==> src/rtl/pwm_gen.sv <==
// rtl/pwm_gen.sv - single-channel PWM timing core with period-boundary shadow loading
module pwm_gen #(
  parameter int WIDTH   = 16,
  parameter int PRESC_W = 8
) (
  input  logic               wb_clk_i,
  input  logic               wb_rst_i,
  input  logic               enable,
  input  logic               polarity,
  input  logic [PRESC_W-1:0] prescale,
  input  logic [WIDTH-1:0]   period,
  input  logic [WIDTH-1:0]   duty,
  input  logic               load,
  output logic               pwm_o,
  output logic               cycle_done,
  output logic               load_ack,
  output logic [WIDTH-1:0]   count_o
);

  typedef enum logic {
    ST_STOP = 1'b0,
    ST_RUN  = 1'b1
  } state_t;

  state_t state;
  state_t state_next;

  logic [PRESC_W-1:0] presc_cnt;
  logic [WIDTH-1:0]   cnt;
  logic [PRESC_W-1:0] act_presc;
  logic [WIDTH-1:0]   act_period;
  logic [WIDTH-1:0]   act_duty;
  logic               pending;

  logic run_now;
  logic tick;
  logic boundary;
  logic adopt;
  logic ack_next;
  logic raw_next;

  always_ff @(posedge wb_clk_i or posedge wb_rst_i) begin
    if (wb_rst_i) begin
      state <= ST_STOP;
    end else begin
      state <= state_next;
    end
  end

  always_comb begin
    state_next = ST_STOP;
    if (enable) begin
      state_next = ST_RUN;
    end
  end

  // run_now is low on the enable-drop edge so that edge behaves like STOP
  always_comb begin
    run_now  = 1'b0;
    tick     = 1'b0;
    boundary = 1'b0;
    adopt    = 1'b0;
    ack_next = 1'b0;
    raw_next = 1'b0;
    if (state == ST_RUN) begin
      run_now  = enable;
      tick     = enable && (presc_cnt == act_presc);
      boundary = tick && (cnt == act_period);
      adopt    = boundary && (pending || load);
      ack_next = adopt;
      raw_next = enable && (cnt < act_duty);
    end else begin
      adopt    = enable || load;
      ack_next = load;
    end
  end

  always_ff @(posedge wb_clk_i or posedge wb_rst_i) begin
    if (wb_rst_i) begin
      presc_cnt  <= '0;
      cnt        <= '0;
      act_presc  <= '0;
      act_period <= '0;
      act_duty   <= '0;
      pending    <= 1'b0;
      pwm_o      <= 1'b0;
      cycle_done <= 1'b0;
      load_ack   <= 1'b0;
    end else begin
      pwm_o      <= raw_next ^ polarity;
      cycle_done <= boundary;
      load_ack   <= ack_next;

      if (adopt) begin
        act_presc  <= prescale;
        act_period <= period;
        act_duty   <= duty;
      end

      if (!run_now) begin
        presc_cnt <= '0;
        cnt       <= '0;
        pending   <= 1'b0;
      end else begin
        if (tick) begin
          presc_cnt <= '0;
        end else begin
          presc_cnt <= presc_cnt + 1'b1;
        end
        if (boundary) begin
          cnt     <= '0;
          pending <= 1'b0;
        end else begin
          if (tick) begin
            cnt <= cnt + 1'b1;
          end
          if (load) begin
            pending <= 1'b1;
          end
        end
      end
    end
  end

  assign count_o = cnt;

endmodule

==> config.mk <==
export PLATFORM = sky130hd
export DESIGN_NAME = pwm_gen
export DESIGN_NICKNAME = d
export VERILOG_FILES = /design/src/rtl/pwm_gen.sv
export SDC_FILE = /design/constraint.sdc
export NUM_CORES = 1
export LEC_CHECK = 0
export ABC_AREA = 1
export BUFFER_PORTS_ARGS = -buffer_cell sky130_fd_sc_hd__buf_2
export CORE_MARGIN = 2
export CORE_UTILIZATION = 55
export CTS_BUF_LIST = sky130_fd_sc_hd__clkbuf_8
export DETAILED_ROUTE_END_ITERATION = 10
export PLACE_DENSITY = 0.9
export SYNTH_ARGS = -nofsm -noshare
export SYNTH_HDL_FRONTEND = slang
export SYNTH_SLANG_ARGS = --single-unit
==> constraint.sdc <==
create_clock -name wb_clk_i -period 2.99 [get_ports wb_clk_i]
set_input_delay 0.1495 -clock wb_clk_i [delete_from_list [all_inputs] [get_ports wb_clk_i]]
set_output_delay 0.1495 -clock wb_clk_i [all_outputs]
set_load 0.02 [all_outputs]
==> results.cfg, run 1 <==
[cells_and_area]
layout-drive-gt1-share_pct = 14.3
postLayoutCellArea_um2 = 4920
diodes = 0
fillers = 613
area_growth_pct = 23.3
final_nets = 706
fin_util_pct = 68.9

[pwr]
ir_drop_mv = 0.302
power_switching_share_pct = 26.2
combPwrFrac_pct = 15.0
switchingPower_mw = 0.606
pwr-share-clk_pct = 39.3
leakage_nw = 2.71
p_per_area_nw_per_um2 = 471
p_int_mw = 1.71
power_frac_seq_pct = 45.6

[route]
route.vias.total = 3798
wl_mm = 10.2
top_layer_used = met4
wl_met2_mm = 5.06
wire_per_inst_um = 13.6
drc = 0
wl_met1_mm = 4.46
ant_nets = 0
dr.pass1.iters = 5
avgViaCountPerCell = 5.08
wl_met3_um = 448
drtIter0Drc = 204

[die]
initial_utilization_pct = 55.9
die_h_um = 89.1
die_width_um = 89.1
dieArea_um2 = 7950
coreArea_um2 = 7140
rows = 31
ioPinCount = 64

[clocking]
clk_latency_ns = 0.35
cts_setup_buffers = 0
cts_buffer_depth = 2
path_clk_slew_ns = 0.08
cts-htree-levels = 3
root_buffer = clkbuf_8
clock_sinks = 69
cts_tree = yes
cts_made_buffers = 9

[sta]
period_share_pct = 75.0
rsz0062_at_grt = no
fin_tns_setup_ns = 0
worstMarginPinSlew_ns = 0.806
relSlewSlack_pct = 46.1
slew_violations = 0
fmax_ghz = 0.446
fin_skew_ns = 0.00775
finalHoldWorstSlack_ns = 0.00334
hold_viol_final = 0
finalCriticalPeriod_ns = 2.24
setup_violations = 0
layout_setup_ws_ns = 0.749

[placement]
placed_area_um2 = 4360
dpl.hpwl_mm = 6.99
port_buffers = 63
place_ws_ns = 0.787
gp_congestion = 0.954

[setup_path]
cp_top_family = simple AND/OR/NAND/NOR gates
ff2ff_path_depth = 9
reg2reg_to = count_o[4]$_DFFE_PP0P_
critical_path_peak_fanout = 24
end_kind = flop
arrival_ns = 2.52
worst_path_most_repeated_cell = nand2_1
critPathMaxStageDelay_ns = 0.61
crit_chain = xnor2_1 > nand2_1 > nor2_1 > nand2_1 > nand2_1 > inv_1 > o21ai_0 > nand2_1 > nor2_1
cp-start-kind = flop
path_class = reg2reg
worst_path_max_delay_cell = nand2_1
r2r_start = presc_cnt[0]$_DFF_PP0_
cp_num_buf_inv = 1
cp.required_ns = 3.27
r2r_slack_ns = 0.75

[yosys]
syn_area_per_cell_um2 = 7.25
syn_area_um2 = 3990
ys.warnings.count = 0
yosysSeqAreaShare_pct = 43.3
syn_inst = 550
synth-edff-count = 0
ys_ff_latch = 69
syn_nets = 612
yosys.cell_types.count = 27
yosys_most_used_dff = dfrtp_1
async_flop_share_pct = 100

[hold_path]
whs_path_depth = 3
hp-start = duty[4]
hold_path_class = in2reg
min_to = act_duty[4]$_DFFE_PP0P_

[global_routing]
grt_use_total_pct = 27.3
grt_pass1_vias = 3665
antenna_found_initial = 0
grt.overflow.total = 0
grt_max_degree = 42
grt_pass1_wl_mm = 16.6

[run_status]
status = completed

[job]
maxCapViolations = 0
## synth_stat cells, types with 2 or more instances
library cell	number	area share, %
o21ai_0	6	0.75
nand3_1	54	6.8
nand3b_1	2	0.38
nor3_1	6	0.75
and2_1	3	0.47
nand4_1	13	2.0
nor2_1	52	4.9
dfrtp_1	69	43
buf_2	6	0.75
inv_1	75	7.1
buf_6	4	1.1
clkbuf_1	4	0.38
nand2_1	199	19
ha_1	17	5.3
xor2_1	10	2.2
inv_2	4	0.38
xnor2_1	7	1.5
a21oi_1	10	1.3
## cell type report
type                       instances  area [um^2]  share of cell area (%)
inverter                          79          297                    6.03
timing repair buffer              98          656                    13.3
sequential                        69         1730                    35.1
clock inverter                     3         65.1                    1.32
tap                               99          124                    2.52
clock buffer                      13          179                    3.64
multi-input combinational        387         1870                    38.0
## power groups by stage
| stage | clock [mW] | sequential, mW | combinational (mW) |
|---|---|---|---|
| floorplan | 0 | 1.06 | 0.232 |
| global placement | 0 | 1.07 | 0.298 |
| detailed placement | 0 | 1.07 | 0.314 |
| CTS | 0.919 | 1.06 | 0.346 |
| global route | 0.966 | 1.07 | 0.397 |
| finish | 0.912 | 1.06 | 0.348 |
## registers in the layout (all words and copies together), names as in the netlist
| name | count |
|---|---|
| presc_cnt | 8 |
| count_o | 16 |
| act_period | 16 |
| pwm_o | 1 |
| pending | 1 |
| act_duty | 16 |
| state | 1 |
| cycle_done | 1 |
| load_ack | 1 |
| act_presc | 8 |
## tightest hold or removal path: stages
cell and delay [ns]:
buf_2 0.07, nand2_1 0.04, nand2_1 0.05
## metal layers
metal / GRT usage [%] / vias to the layer above
met1: 34.1 / 1761
li1: - / 1890
met2: 46.9 / 124
met5: 0 / -
met4: 11.5 / 0
met3: 4.62 / 23
## cells in the final DEF (no fill, tap or decap), types with 7 or more instances in the layout
master / netlist / final
a21oi_1: 10 / 10
buf_2: 6 / 63
clkbuf_8: 0 / 13
dfrtp_1: 69 / 69
dlygate4sd3_1: 0 / 31
ha_1: 17 / 17
inv_1: 75 / 74
nand2_1: 199 / 199
nand3_1: 54 / 54
nand4_1: 13 / 13
nor2_1: 52 / 52
xnor2_1: 7 / 7
xor2_1: 10 / 10
## logic make-up (layout without fill, tap and decap cells)
logic type               after synthesis  in the layout  share of synthesized area, %
AO/OA/AOI/OAI                         20             20                          2.73
AND/OR/NAND/NOR                      333            333                          35.0
adder cells (fa/ha/maj)               17             17                          5.33
buffers and inverters                 94            193                          9.88
flip-flops                            69             69                          43.3
XOR/XNOR                              17             17                          3.73
## what timing repair did
item / in CTS / in global routing
resized for setup: 0 / 0
hold endpoints to repair: 59 / 0
setup endpoints to repair: 0 / 0
hold buffers: 31 / 0
## stage by stage
step,instances,total power [mW]
CTS,748,2.32
global route,748,2.43
floorplan,550,1.29
finish,748,2.32
detailed placement,701,1.39
global placement,701,1.37
## worst max-delay path by stage
| stage | to | from | depth (start not counted) |
|---|---|---|---|
| floorplan | act_duty[0]$_DFFE_PP0P_ | wb_rst_i | 1 |
| global placement | count_o[4]$_DFFE_PP0P_ | presc_cnt[0]$_DFF_PP0_ | 9 |
| detailed placement | count_o[4]$_DFFE_PP0P_ | presc_cnt[0]$_DFF_PP0_ | 9 |
| CTS | count_o[4]$_DFFE_PP0P_ | presc_cnt[2]$_DFF_PP0_ | 9 |
| global route | count_o[4]$_DFFE_PP0P_ | presc_cnt[4]$_DFF_PP0_ | 11 |
| finish | count_o[4]$_DFFE_PP0P_ | presc_cnt[0]$_DFF_PP0_ | 9 |
Power figures use the tool's default switching activity.
==> run 2, diff against run 1 <==
- ABC_AREA: 1 -> 0
- PLACE_DENSITY: 0.9 -> 0.91
- clock period: 2.99 -> 2.3 ns (I/O delays scaled with it)
==> results.cfg, run 2 <==
[clocking]
cts_tree = yes
cts-htree-levels = 3
cts_buffer_depth = 2
cts_made_buffers = 9
cts_setup_buffers = 0
root_buffer = clkbuf_8
clock_sinks = 69
path_clk_slew_ns = 0.08
clk_latency_ns = 0.36

[setup_path]
worst_path_max_delay_cell = dfrtp_1
cp_top_family = simple AND/OR/NAND/NOR gates
cp-start-kind = flop
cp.required_ns = 2.53
end_kind = flop
cp-startpoint = presc_cnt[6]$_DFF_PP0_
cp_num_buf_inv = 1
path_class = reg2reg
r2r_start = presc_cnt[6]$_DFF_PP0_
arrival_ns = 2.48
critical_path_peak_fanout = 32
crit_chain = xor2_1 > nor4_4 > and4_1 > a31oi_4 > buf_12 > mux2_4
critPathMaxStageDelay_ns = 0.44

[sta]
fmax_ghz = 0.445
worstMarginPinSlew_ns = 0.715
finalCriticalPeriod_ns = 2.25
fin_tns_setup_ns = 0
hold_viol_final = 0
period_share_pct = 97.6
fin_skew_ns = 0.0106
rsz0062_at_grt = no
setup_violations = 0
relSlewSlack_pct = 52.2
slew_violations = 0

[yosys]
async_flop_share_pct = 100
syn_nets = 374
syn_inst = 312
synth_top_area_share_pct = 46.9
synth.most_common_cell = dfrtp_1
ys_ff_latch = 69
synth-edff-count = 0
synth_top_family_by_area = multiplexers
synthAdderAreaFrac_pct = 5.78
synth_mux_area_share_pct = 16.3
syn_area_um2 = 3680
ys.warnings.count = 0
yosys.cell_types.count = 33
synth_compound_area_share_pct = 8.26
synthTopCellsByArea = dfrtp_1 47%, mux2_4 16%, ha_1 5.8%, xor2_1 4.3%, xnor2_1 3.1%
yosysTopAreaCell = dfrtp_1
yosysSeqAreaShare_pct = 46.9
syn_area_per_cell_um2 = 11.8
synth-xor-area-share_pct = 7.38
synth-simple-area-share_pct = 11.6
synth_common_cells = 69 x dfrtp_1, 40 x mux2_4, 19 x a21oi_1, 19 x inv_1, 18 x xor2_1
yosys_most_used_dff = dfrtp_1

[pwr]
combPwrFrac_pct = 17.3
p_int_mw = 2.00
pwr-share-clk_pct = 32.6
fin_total_pwr_mw = 2.78
switchingPower_mw = 0.776
power_switching_share_pct = 27.9
p_per_area_nw_per_um2 = 585
ir_drop_mv = 0.686
power_frac_seq_pct = 50.1
leakage_nw = 2.34

[placement]
gp_congestion = 0.818
port_buffers = 63
dpl.hpwl_mm = 5.69

[global_routing]
grt_pass1_wl_mm = 14.4
grt_use_total_pct = 25.6
grt_max_degree = 35
grt.overflow.total = 0
grt_pass1_vias = 3017
antenna_found_initial = 0

[cells_and_area]
diodes = 0
area_growth_pct = 29.1
fillers = 453
mostFrequentLayoutCells = 69 x dfrtp_1, 63 x buf_2, 41 x dlygate4sd3_1
layout-drive-gt1-share_pct = 31.9
final_nets = 493
layout_commonest_cell = dfrtp_1

[run_status]
status = finished, violations left
violations = design-rule violations

[hold_path]
hold_path_class = in2reg
hp-start = period[9]

[route]
route.vias.total = 2907
drc = 7
wire_per_inst_um = 17.6
ant_nets = 0
wl_mm = 9.02
avgViaCountPerCell = 5.67
dr.pass1.iters = 7
drtIter0Drc = 257

[die]
initial_utilization_pct = 57.3
ioPinCount = 64
die_h_um = 85.8
die_width_um = 85.8
rows = 29
dieArea_um2 = 7360
coreArea_um2 = 6420

[job]
maxCapViolations = 0
==> run 2: path summary, 6_finish.rpt <==
path                                             end  slack (ns)  cells past startpoint
min in group asynchronous    act_duty[1]$_DFFE_PP0P_        0.44                      3
setup reg to reg            act_duty[11]$_DFFE_PP0P_        0.05                      6
hold / removal             act_period[9]$_DFFE_PP0P_        0.01                      2
max in group asynchronous     count_o[1]$_DFFE_PP0P_        1.11                      4
hold reg to reg              act_duty[2]$_DFFE_PP0P_        0.52                      1
setup / recovery            act_duty[11]$_DFFE_PP0P_        0.05                      6
==> run 2: layer usage <==
metal  GRT usage [%]  routed length, um
met5               0                  0
met4            6.93                109
met3            7.22                502
met2            46.0               4820
met1            29.9               3590
==> run 2: cell families (layout without fill, tap and decap cells) <==
group                    count (synthesis)  after routing
AO/OA/AOI/OAI                           49             49
XOR/XNOR                                31             31
adder cells (fa/ha/maj)                 17             17
buffers and inverters                   28            152
flip-flops                              69             69
multiplexers                            40             40
AND/OR/NAND/NOR                         78             78
==> run 2: metrics by stage <==
stage / std cells / area [um^2] / setup slack [ns] / util (%) / hold WS [ns]
after floorplan: 312 / 3680 / 0.292 / - / 0.146
after global placement: 456 / 4140 / 0.177 / 64.4 / 0.257
after detailed placement: 456 / 4140 / 0.0927 / 64.4 / 0.271
after CTS: 512 / 4720 / 0.0456 / 73.4 / 0.00289
after global routing: 513 / 4750 / 0.0103 / 74.0 / 0.000522
final: 513 / 4750 / 0.0546 / 74.0 / 0.0132
==> run 2: cell type report <==
type	count	area, um^2	share of cell area (%)
inverter	19	71.3	1.50
multi-input combinational	215	1840	38.7
clock buffer	9	124	2.61
clock inverter	7	56.3	1.19
tap	77	96.3	2.03
timing repair buffer	117	836	17.6
sequential	69	1730	36.3
==> run 2: power groups by stage <==
stage                     sequential [mW]  combinational [mW]  clock (mW)
after detailed placement             1.41               0.411           0
after floorplan                      1.39               0.314           0
after global routing                 1.40               0.524       0.967
after CTS                            1.39               0.463       0.917
after global placement               1.41               0.390           0
final                                1.39               0.480       0.906
==> run 2: repair_timing <==
action                     4_1_cts  5_1_grt
hold endpoints to repair        71        1
setup endpoints to repair        0       15
hold buffers                    40        1
gates resized for setup          0        3
==> run 2: worst register-to-register path: cells and delay by family (launching register included) <==
| kind | cells | cell delay [ns] |
|---|---|---|
| AO/OA/AOI/OAI | 1 | 0.13 |
| XOR/XNOR | 1 | 0.19 |
| buffers and inverters | 1 | 0.21 |
| flip-flops | 1 | 0.44 |
| multiplexers | 1 | 0.35 |
| AND/OR/NAND/NOR | 2 | 0.80 |
==> run 3, diff against run 2 <==
- BUFFER_PORTS_ARGS: -buffer_cell sky130_fd_sc_hd__buf_2 -> not set
- DONT_BUFFER_PORTS: not set -> 1
- PLACE_DENSITY: 0.91 -> 0.82
==> results.cfg, run 3 (synthesized netlist as in run 2, its figures left out) <==
[die]
coreArea_um2 = 6420
die_h_um = 85.8
ioPinCount = 64
dieArea_um2 = 7360
initial_utilization_pct = 57.3
die_width_um = 85.8
rows = 29

[route]
wire_per_inst_um = 17.5
wl_mm = 8.09
drc = 6
route.vias.total = 2645
dr.pass1.iters = 7
avgViaCountPerCell = 5.74
drtIter0Drc = 140
ant_nets = 0

[sta]
fin_skew_ns = 0.00807
period_share_pct = 93.2
layout_setup_ws_ns = 0.156
finalCriticalPeriod_ns = 2.14
worstMarginPinSlew_ns = 0.637
hold_viol_final = 0
rsz0062_at_grt = no
setup_violations = 0
relSlewSlack_pct = 57.4
fin_tns_setup_ns = 0
fmax_ghz = 0.467
slew_violations = 0

[placement]
port_buffers = 0
place_ws_ns = 0.104
gp_congestion = 0.805
placed_area_um2 = 3910
dpl.hpwl_mm = 5.48

[run_status]
violations = design-rule violations
status = finished, violations left

[cells_and_area]
diodes = 0
layout_commonest_cell = dfrtp_1
fin_util_pct = 71.0
final_nets = 441
area_growth_pct = 24.0
layout-drive-gt1-share_pct = 21.9
postLayoutCellArea_um2 = 4560
mostFrequentLayoutCells = 69 x dfrtp_1, 44 x dlygate4sd3_1, 40 x mux2_4

[clocking]
path_clk_slew_ns = 0.08
cts-htree-levels = 3
cts_buffer_depth = 2
root_buffer = clkbuf_8
cts_setup_buffers = 0
cts_made_buffers = 9
clk_latency_ns = 0.36
cts_tree = yes
clock_sinks = 69

[setup_path]
end_kind = flop
critPathMaxStageDelay_ns = 0.40
arrival_ns = 2.38
path_class = reg2reg
r2r_start = act_presc[7]$_DFFE_PP0P_
reg2reg_to = act_duty[11]$_DFFE_PP0P_
worst_path_max_delay_cell = nor4_4
critical_path_peak_fanout = 21
cp_num_buf_inv = 1
crit_chain = xor2_1 > nor4_4 > and4_1 > a31oi_4 > buf_12 > mux2_4
cp_top_family = simple AND/OR/NAND/NOR gates
cp-start-kind = flop
ff2ff_path_depth = 6
cp-startpoint = act_presc[7]$_DFFE_PP0P_
r2r_slack_ns = 0.16
cp.required_ns = 2.54

[hold_path]
min_to = pending$_DFFE_PP0P_
hp-start = load
hold_path_class = in2reg
whs_path_depth = 2

[global_routing]
grt_max_degree = 44
grt.overflow.total = 0
grt_pass1_wl_mm = 13.2
grt_use_total_pct = 23.4
grt_pass1_vias = 2804
antenna_found_initial = 0

[pwr]
p_int_mw = 2.10
p_per_area_nw_per_um2 = 621
ir_drop_mv = 0.472
power_frac_seq_pct = 49.2
combPwrFrac_pct = 15.5
switchingPower_mw = 0.727
power_switching_share_pct = 25.7
pwr-share-clk_pct = 35.4
leakage_nw = 2.13

[job]
maxCapViolations = 0
[run 3: cell types whose count changed in the layout (fill, tap and decap cells not counted)]
| cell | delta |
|---|---|
| inv_6 | -3 |
| buf_2 | -63 |
| nor4_4 | -1 |
| nor4_2 | +1 |
| buf_4 | +6 |
| clkbuf_8 | +1 |
| clkinv_2 | +1 |
| clkinvlp_4 | +2 |
| buf_12 | +2 |
| dlygate4sd3_1 | +3 |
| bufinv_16 | +1 |
| clkinv_4 | -2 |
[run 3: routing by layer]
layer	GRT usage, %	up-vias	wire length [um]
li1	-	1246	-
met1	27.1	1320	3340
met2	40.3	62	4170
met3	7.80	17	422
met4	9.09	0	157
met5	0	-	0
[run 3: worst register-to-register path, delay by kind of cell, from the launching register on]
family / cells / cell delay, ns
and+or+nand+nor: 2 / 0.77
DFF: 1 / 0.39
muxes: 1 / 0.32
buffers and inverters: 1 / 0.20
xor gates and xnor gates: 1 / 0.19
AOI/OAI and AO/OA: 1 / 0.15
[run 3: worst max-delay path by stage]
stage                                end  slack, ns  depth (start not counted)
5_1_grt        act_period[4]$_DFFE_PP0P_       0.06                          6
6_report        act_duty[11]$_DFFE_PP0P_       0.16                          6
4_1_cts           count_o[3]$_DFFE_PP0P_       0.07                          6
3_5_place_dp      count_o[3]$_DFFE_PP0P_       0.10                          6
3_3_place_gp   act_period[7]$_DFFE_PP0P_       0.20                          6
2_1_floorplan    act_duty[0]$_DFFE_PP0P_       0.29                          6
[run 3: timing repair]
action	CTS	global route
endpoints found under the hold margin	69	0
resized for setup	0	2
setup endpoints to repair	0	14
hold buffers	44	0
[run 3: power groups by stage]
stage	Clock [mW]	Sequential (mW)	Combinational (mW)
finish	1.00	1.39	0.437
global route	1.07	1.40	0.479
CTS	1.02	1.39	0.432
detailed placement	0	1.41	0.368
global placement	0	1.41	0.358
floorplan	0	1.39	0.314
[run 3: layout make-up]
cell class / instances / area, um^2
Clock buffer: 10 / 138
Clock inverter: 6 / 62.6
Fill cell: 438 / 1860
Inverter: 19 / 71.3
Multi-Input combinational cell: 215 / 1830
Sequential cell: 69 / 1730
Tap cell: 77 / 96.3
Timing Repair Buffer: 65 / 636
[run 3: per-stage QoR]
stage	hold WS [ns]	std cells	total power [mW]
2_1_floorplan	0.146	312	1.70
3_3_place_gp	0.108	401	1.77
3_5_place_dp	0.105	401	1.78
4_1_cts	0.0260	461	2.84
5_1_grt	0.0425	461	2.95
6_report	0.0328	461	2.83
